**src/rtl/snake_pkg.sv**
```systemverilog
// Shared definitions for the snake game: direction encoding, keypad bit map
// and the run/pause state used by the input conditioning stage and the game FSM.
package snake_pkg;

  localparam logic [1:0] DIR_LEFT  = 2'd0;
  localparam logic [1:0] DIR_RIGHT = 2'd1;
  localparam logic [1:0] DIR_DOWN  = 2'd2;
  localparam logic [1:0] DIR_UP    = 2'd3;

  localparam int KEY_LEFT  = 0;
  localparam int KEY_RIGHT = 1;
  localparam int KEY_DOWN  = 2;
  localparam int KEY_UP    = 3;
  localparam int KEY_PAUSE = 4;
  localparam int NUM_KEYS  = 8;

  typedef enum logic {
    ST_RUN    = 1'b0,
    ST_PAUSED = 1'b1
  } run_state_e;

  // Opposite pairs differ only in bit 0: left/right = 0/1, down/up = 2/3.
  function automatic logic [1:0] opposite_dir(input logic [1:0] d);
    return {d[1], ~d[0]};
  endfunction

endpackage

```
**src/rtl/key_debounce.sv**
```systemverilog
// One keypad bit: 2-FF synchroniser, counter debounce and a one-cycle pulse
// on each debounced rising edge.
module key_debounce #(
  parameter logic [15:0] DEBOUNCE_CYCLES = 16'd50000
) (
  input  logic clk,
  input  logic rst,
  input  logic i_key,
  output logic o_pulse
);

  logic        r_sync1;
  logic        r_sync2;
  logic        r_stable;
  logic        r_stable_d;
  logic        r_pulse;
  logic [15:0] r_cnt;

  logic        w_differs;
  logic        w_settled;

  assign w_differs = (r_sync2 != r_stable);
  assign w_settled = w_differs && (r_cnt == DEBOUNCE_CYCLES - 16'd1);

  // NOTE: every register here uses <= so all of them sample pre-edge values;
  // with = the synchroniser would collapse into a single flop.
  always_ff @(posedge clk or posedge rst) begin
    if (rst) begin
      r_sync1    <= 1'b0;
      r_sync2    <= 1'b0;
      r_stable   <= 1'b0;
      r_stable_d <= 1'b0;
      r_pulse    <= 1'b0;
      r_cnt      <= '0;
    end else begin
      r_sync1    <= i_key;
      r_sync2    <= r_sync1;
      r_stable_d <= r_stable;
      r_pulse    <= r_stable & ~r_stable_d;
      if (w_settled) begin
        r_stable <= ~r_stable;
        r_cnt    <= '0;
      end else if (w_differs) begin
        r_cnt <= r_cnt + 16'd1;
      end else begin
        r_cnt <= '0;
      end
    end
  end

  assign o_pulse = r_pulse;

endmodule

```
**src/rtl/snake_input_ctrl.sv**
```systemverilog
// Keypad conditioning for the snake game: debounced key pulses, pending
// direction with reversal rejection, pause toggle and the periodic step pulse.
module snake_input_ctrl
  import snake_pkg::*;
#(
  parameter logic [15:0] DEBOUNCE_CYCLES = 16'd50000,
  parameter logic [31:0] STEP_CYCLES     = 32'd5000000
) (
  input  logic       clk,
  input  logic       rst,
  input  logic [7:0] keypad,
  output logic [1:0] dir,
  output logic       step,
  output logic       paused,
  output logic [7:0] key_pulse,
  output logic       dir_changed
);

  logic [NUM_KEYS-1:0] w_key_pulse;

  for (genvar g = 0; g < NUM_KEYS; g++) begin : g_key
    key_debounce #(
      .DEBOUNCE_CYCLES(DEBOUNCE_CYCLES)
    ) u_key_debounce (
      .clk    (clk),
      .rst    (rst),
      .i_key  (keypad[g]),
      .o_pulse(w_key_pulse[g])
    );
  end

  run_state_e  r_state;
  run_state_e  w_state_next;
  logic [31:0] r_step_cnt;
  logic [1:0]  r_pending;
  logic [1:0]  r_dir;
  logic        r_step;
  logic        r_dir_changed;

  logic        w_terminal;
  logic        w_has_cand;
  logic [1:0]  w_cand;
  logic [1:0]  w_ref;
  logic        w_accept;

  // rst is expected to be released synchronously to clk by its source.
  always_ff @(posedge clk or posedge rst) begin
    if (rst) begin
      r_state <= ST_RUN;
    end else begin
      r_state <= w_state_next;
    end
  end

  // NOTE: the default assignment first keeps this block free of latches
  // whatever branch is taken.
  always_comb begin
    w_state_next = r_state;
    if (w_key_pulse[KEY_PAUSE]) begin
      case (r_state)
        ST_RUN:    w_state_next = ST_PAUSED;
        ST_PAUSED: w_state_next = ST_RUN;
        default:   w_state_next = ST_RUN;
      endcase
    end
  end

  assign w_terminal = (r_state == ST_RUN) && (r_step_cnt == STEP_CYCLES - 32'd1);

  // Only the highest-priority pulse is a candidate; a rejected one does not
  // fall through to lower-priority keys.
  always_comb begin
    w_has_cand = 1'b1;
    w_cand     = DIR_LEFT;
    if (w_key_pulse[KEY_LEFT]) begin
      w_cand = DIR_LEFT;
    end else if (w_key_pulse[KEY_RIGHT]) begin
      w_cand = DIR_RIGHT;
    end else if (w_key_pulse[KEY_DOWN]) begin
      w_cand = DIR_DOWN;
    end else if (w_key_pulse[KEY_UP]) begin
      w_cand = DIR_UP;
    end else begin
      w_has_cand = 1'b0;
    end
  end

  // On a commit edge pending becomes dir, so it is the direction to guard.
  assign w_ref    = w_terminal ? r_pending : r_dir;
  assign w_accept = w_has_cand && (r_state == ST_RUN) && !w_key_pulse[KEY_PAUSE] &&
                    (w_cand != opposite_dir(w_ref));

  always_ff @(posedge clk or posedge rst) begin
    if (rst) begin
      r_step_cnt    <= '0;
      r_pending     <= DIR_RIGHT;
      r_dir         <= DIR_RIGHT;
      r_step        <= 1'b0;
      r_dir_changed <= 1'b0;
    end else begin
      if (w_terminal) begin
        r_step_cnt <= '0;
        r_dir      <= r_pending;
      end else if (r_state == ST_RUN) begin
        r_step_cnt <= r_step_cnt + 32'd1;
      end
      if (w_accept) begin
        r_pending <= w_cand;
      end
      r_step        <= w_terminal;
      r_dir_changed <= w_terminal && (r_pending != r_dir);
    end
  end

  assign dir         = r_dir;
  assign step        = r_step;
  assign paused      = (r_state == ST_PAUSED);
  assign key_pulse   = w_key_pulse;
  assign dir_changed = r_dir_changed;

endmodule

```
**config.mk**
```make
export PLATFORM = sky130hd
export DESIGN_NAME = snake_input_ctrl
export DESIGN_NICKNAME = d
export VERILOG_FILES = /design/src/rtl/snake_pkg.sv /design/src/rtl/key_debounce.sv /design/src/rtl/snake_input_ctrl.sv
export SDC_FILE = /design/constraint.sdc
export NUM_CORES = 1
export LEC_CHECK = 0
export BUFFER_PORTS_ARGS = -buffer_cell sky130_fd_sc_hd__clkbuf_2
export CORE_MARGIN = 8
export CORE_UTILIZATION = 62
export DETAILED_ROUTE_END_ITERATION = 6
export PLACE_DENSITY = 0.79
export SETUP_SLACK_MARGIN = 0.2
export SYNTH_ARGS = -nofsm -noshare
export SYNTH_HDL_FRONTEND = slang
export SYNTH_SLANG_ARGS = --single-unit
```
**constraint.sdc**
```tcl
create_clock -name clk -period 7.8 [get_ports clk]
set_input_delay 0.78 -clock clk [delete_from_list [all_inputs] [get_ports clk]]
set_output_delay 0.78 -clock clk [all_outputs]
set_load 0.02 [all_outputs]
```
**Word-level counts from Yosys, hierarchy flattened**

Index checks and enable logic that the tools add are counted.

- Input port bits: 10
- RAM bits: 0
- Word-level logic and storage cells: 151
- Bits in latches: 0
- Memories: 0
- Flip-flop bits (word level): 207
- Bits in read-only memories: 0

- Bitwise logic cells: 26
- Muxes and demuxes: 28
- Divide/modulo/power cells: 0
- Reduce and logical (&&, ||, !) cells: 14
- Add/subtract/negate cells: 9
- $mul: 0
- Shifts and indexed selects: 0
- Eq/ne operators: 20
- Order comparisons: 0

Operator list:

| cell | number |
|---|---|
| $mux W16 | 16 |
| $add A16 B1 Y16 const B | 8 |
| $eq A16 B16 Y1 const B | 8 |
| $mux W32 | 2 |
| $add A32 B1 Y32 const B | 1 |
| $eq A32 B23 Y1 const B | 1 |
| $not A1 Y1 | 18 |
| $logic_and A1 B1 Y1 | 13 |
| $mux W2 | 5 |
| $and A1 B1 Y1 | 8 |
| $ne A1 B1 Y1 | 8 |
| $mux W1 | 4 |
| $ne A2 B2 Y1 | 2 |
| $ne A2 B1 Y1 const B | 1 |
| $pmux W1 S2 | 1 |
| $logic_not A1 Y1 | 1 |

**Depth between registers and ports, before layout**

- Depth in word-level cells: 7
- Depth in mapped cells: 8

**Hierarchy**

Synthesis repeated with hierarchy kept, for this count alone.

- Cell total of the unflattened synthesis: 885
- Area total of the unflattened synthesis: 10087.2 µm²

Modules (own cells, without submodules):

| module | area an instance (µm²) | cells each | instances |
|---|---|---|---|
| key_debounce | 1013.5 | 87 | 8 |
| snake_input_ctrl | 1979.4 | 189 | 1 |

**Least setup slack after synthesis**

No wires, ideal clock.

- Path kind: flip-flop to flip-flop
- Start point: reg r_state (netlist: paused)
- End point: reg r_step_cnt[19]
- Stages on the path, launching flop included: 7
- Arrival: 1.726 ns
- Setup time: 0.119 ns
- Buffers on the path: 1
- Slack: 5.955 ns
- Cells stage by stage: dfrtp_1 -> buf_2 -> and3b_1 -> nand2_1 -> nor3_1 -> o21ai_0 -> a21bo_2

- Longest elaborated chain between the ends: 3
- Elaborated cells on any way between the ends: 4

Ends and longest elaborated chain:

| element | RTL line | RTL |
|---|---|---|
| start: declaration | snake_input_ctrl.sv:32 | `run_state_e r_state;` |
| start signal: assignment | snake_input_ctrl.sv:51 | `r_state <= w_state_next;` |
| $not A1 Y1 | snake_input_ctrl.sv:68 | `assign w_terminal = (r_state == ST_RUN) && (r_step_cnt == STEP_CYCLES - 32'd1);` |
| $logic_and A1 B1 Y1 | snake_input_ctrl.sv:68 |  |
| $ne A2 B1 Y1 (no source line) or $mux W32 (tied branches) | - |  |
| end signal: assignment | snake_input_ctrl.sv:105 | `r_step_cnt <= r_step_cnt + 32'd1;` |
| end: declaration | snake_input_ctrl.sv:34 | `logic [31:0] r_step_cnt;` |

Several ways; a longest one is shown, not always the timed one.
A chain may end at the register's enable or synchronous reset.

**Final worst setup path**

- Start point: reg r_step_cnt[0]
- End point: reg r_step_cnt[19]

- Longest elaborated chain between the ends: 3
- Elaborated cells on any way between the ends: 6

Ends and longest elaborated chain:

| element | RTL line |
|---|---|
| $add A32 B1 Y32 or $eq A32 B23 Y1 (tied branches) | snake_input_ctrl.sv:105, snake_input_ctrl.sv:68 |
| $mux W32 or $logic_and A1 B1 Y1 (tied branches) | snake_input_ctrl.sv:104, snake_input_ctrl.sv:68 |
| $mux W32 or $ne A2 B1 Y1 (tied branches) | - |

Several ways; a longest one is shown, not always the timed one. The select of a mux whose other input is x is not followed.

==> metrics.txt <==
Port-buffer cells 22; crit-path max FO 13; post-synthesis cell type count 46; # DRC 0; # Post-CTS Setup Buffers 0; gr usage total 17.1%; Worst-Margin Slew 1.01 ns; Reg clk slew, reported paths 0.06 ns; H-tree Lvls 1; Inserted Diodes 0; Final period util 31.6%; Max Cap Viol 0; maximum VDD drop 0.185 mV; largest net degree at the start of global routing 126; WL per Instance 14.4 um; Iteration-0 DRC Markers 274; CTS tree done; average size of a mapped cell 10.5 um^2; outcome complete, no violations; clk_skew 0.0105 ns; Hold/Removal Path Class flop to flop; met2 Resource Use GR 27.9%; Vias/cell 5.50; cells after synthesis 885; Setup CP Type flop to flop; met3 usage in global routing 3.72%; NumNets Final 923; CTS buffer count 22; final hold vios 0; Synth-to-Final Area Change 10.2%; total gr overflow 0; Final setup viols 0; CTS max path bufs 3; Total Neg Setup Slack 0 ns; part of the Yosys area used for sequential elements 55.5%; antenna violations before repair 0; Final Power 2.25 mW; M1 GR Usage 22.3%; Final Util 68.7%; syn nets 904; worst skew pair latency 0.50 ns; Main synth FF type dfrtp_1; hold_buf cts 0; fmax 406 MHz; busiest grt layer met2; Synth top cells by count dfrtp_1, nor2_1, xnor2_1, xor2_1, nand3_1; asr flop ratio synth 100%; clock root buffer clkbuf_16; DR vias 6096; YS warnings 0; most numerous cell in the Yosys netlist dfrtp_1; Die W 139 um; last element of the critical path r_step_cnt[19]$_DFFE_PP0P_; flops & latches, synth 207; row count 45; EDFF count, synth 0; vias in the first global route 6090; CORE AREA 15000 um^2; reg-to-reg endpoint r_step_cnt[19]$_DFFE_PP0P_; Pwr Density 219 nW/um^2; DPL Wire Length 10300 um; Period minus WS final 2.46 ns; Crit. Startpoint r_step_cnt[0]$_DFFE_PP0P_; Die Area 19200 um^2; Worst Path Required 8.19 ns; Yosys top cell area share 55.0%; first-pass GRT wire length 28100 um; Post-Syn Area 9340 um^2; RSZ-0062 raised after global routing no; Worst R2R Setup Slack 5.34 ns; leak pwr 4.63 nW; FF-to-FF Start r_step_cnt[0]$_DFFE_PP0P_; Worst Path Arrival 2.85 ns; Crit. End Element flop; Synth area leader dfrtp_1; Routability Congestion 0.816; drt pass-1 iters 5; effective utilization at floorplan 62.3%; IO Count 23; largest cells by area after synthesis dfrtp_1, xnor2_1, xor2_1; Die Height 139 um; Slew Viols, Final 0; Max-slew headroom 32.5%; share of cells above drive strength 1 8.80%; FF-to-FF path depth 7; Clock Sink Count 207; DRT Wirelength 16000 um; CTS resizes 0; number of nets with antenna violations after routing 0; Startpoint Class flop
through the flow:
step	area (um^2)	hold slack [ns]	worst slack [ns]	cells
floorplan	9340	0.331	1.37	885
global route	10300	0.358	5.05	1108
finish	10300	0.348	5.34	1108
global placement	9500	0.334	5.20	1068
detailed placement	9500	0.336	5.17	1068
CTS	10300	0.351	5.33	1108
routing by layer:
layer,up-vias,share of wire (%)
li1,3008,-
met1,2973,47
met2,78,47
met3,37,3.9
met4,0,2.4
met5,-,0
state kept, by name, indices dropped and copies added, names as in the netlist:
signal                           count
dir                                  2
dir_changed                          1
g_key.u_key_debounce.o_pulse         8
g_key.u_key_debounce.r_cnt         128
g_key.u_key_debounce.r_stable        8
g_key.u_key_debounce.r_stable_d      8
g_key.u_key_debounce.r_sync1         8
g_key.u_key_debounce.r_sync2         8
paused                               1
r_pending                            2
r_step_cnt                          32
step                                 1
kinds of logic (layout without fill, tap and decap cells):
logic type	count (synthesis)	count (layout)	synth area share (%)
flip-flops	207	207	55.5
adder cells (fa/ha/maj)	9	9	1.21
multiplexers	1	1	0.121
AO/OA/AOI/OAI	21	21	1.59
XOR/XNOR	161	161	15.1
AND/OR/NAND/NOR	439	439	23.5
buffers and inverters	47	82	2.91
critical path, stage by stage (launching register included):
cell and delay, ns:
dfrtp_1 0.39, ha_1 0.15, nor2b_1 0.30, nand3_1 0.26, nor3_2 0.65, buf_4 0.29
o21ai_0 0.10, a21bo_2 0.22
cell type report:
cell class                      instances  area, um^2
Tap cell                              188         235
Inverter                               18        75.1
Clock inverter                          9         129
Timing Repair Buffer                   24         125
Fill cell                            1134        4690
Sequential cell                       207        5180
Clock buffer                           31         656
Multi-Input combinational cell        631        3880
worst min-delay path by stage:
stage | from | endpoint | slack, ns | cells after the start
finish | g_key[4].u_key_debounce.r_sync1$_DFF_PP0_ | g_key[4].u_key_debounce.r_sync2$_DFF_PP0_ | 0.35 | 0
global route | g_key[4].u_key_debounce.r_sync1$_DFF_PP0_ | g_key[4].u_key_debounce.r_sync2$_DFF_PP0_ | 0.36 | 0
CTS | g_key[4].u_key_debounce.r_sync1$_DFF_PP0_ | g_key[4].u_key_debounce.r_sync2$_DFF_PP0_ | 0.35 | 0
detailed placement | g_key[7].u_key_debounce.r_sync1$_DFF_PP0_ | g_key[7].u_key_debounce.r_sync2$_DFF_PP0_ | 0.34 | 0
global placement | g_key[3].u_key_debounce.r_sync1$_DFF_PP0_ | g_key[3].u_key_debounce.r_sync2$_DFF_PP0_ | 0.33 | 0
floorplan | g_key[0].u_key_debounce.r_sync1$_DFF_PP0_ | g_key[0].u_key_debounce.r_sync2$_DFF_PP0_ | 0.33 | 0
power breakdown:
part,switching (mW),leakage (nW),internal [mW]
combinational,0.0399,1.43,0.0145
clock,0.415,0.381,0.686
sequential,0.0102,2.81,1.09
total,0.465,4.63,1.79
layout by cell type, fill, tap and decap left out, types with 5 or more instances in the layout:
| cell | netlist | layout |
|---|---|---|
| dfrtp_1 | 205 | 205 |
| inv_1 | 18 | 17 |
| nor3_1 | 21 | 21 |
| clkbuf_2 | 0 | 22 |
| clkbuf_16 | 0 | 23 |
| and3_1 | 31 | 31 |
| nor4_1 | 20 | 20 |
| or3_1 | 7 | 7 |
| clkbuf_8 | 0 | 5 |
| or2_2 | 12 | 12 |
| nand4_1 | 17 | 17 |
| nor2b_1 | 10 | 10 |
| ha_1 | 9 | 9 |
| nand2_1 | 53 | 53 |
| nor4b_1 | 7 | 7 |
| nand3_1 | 72 | 72 |
| xnor2_1 | 85 | 85 |
| and4_1 | 11 | 11 |
| nor2_1 | 159 | 159 |
| xor2_1 | 76 | 76 |
| o21ai_0 | 5 | 5 |
Power figures use the tool's default switching activity.
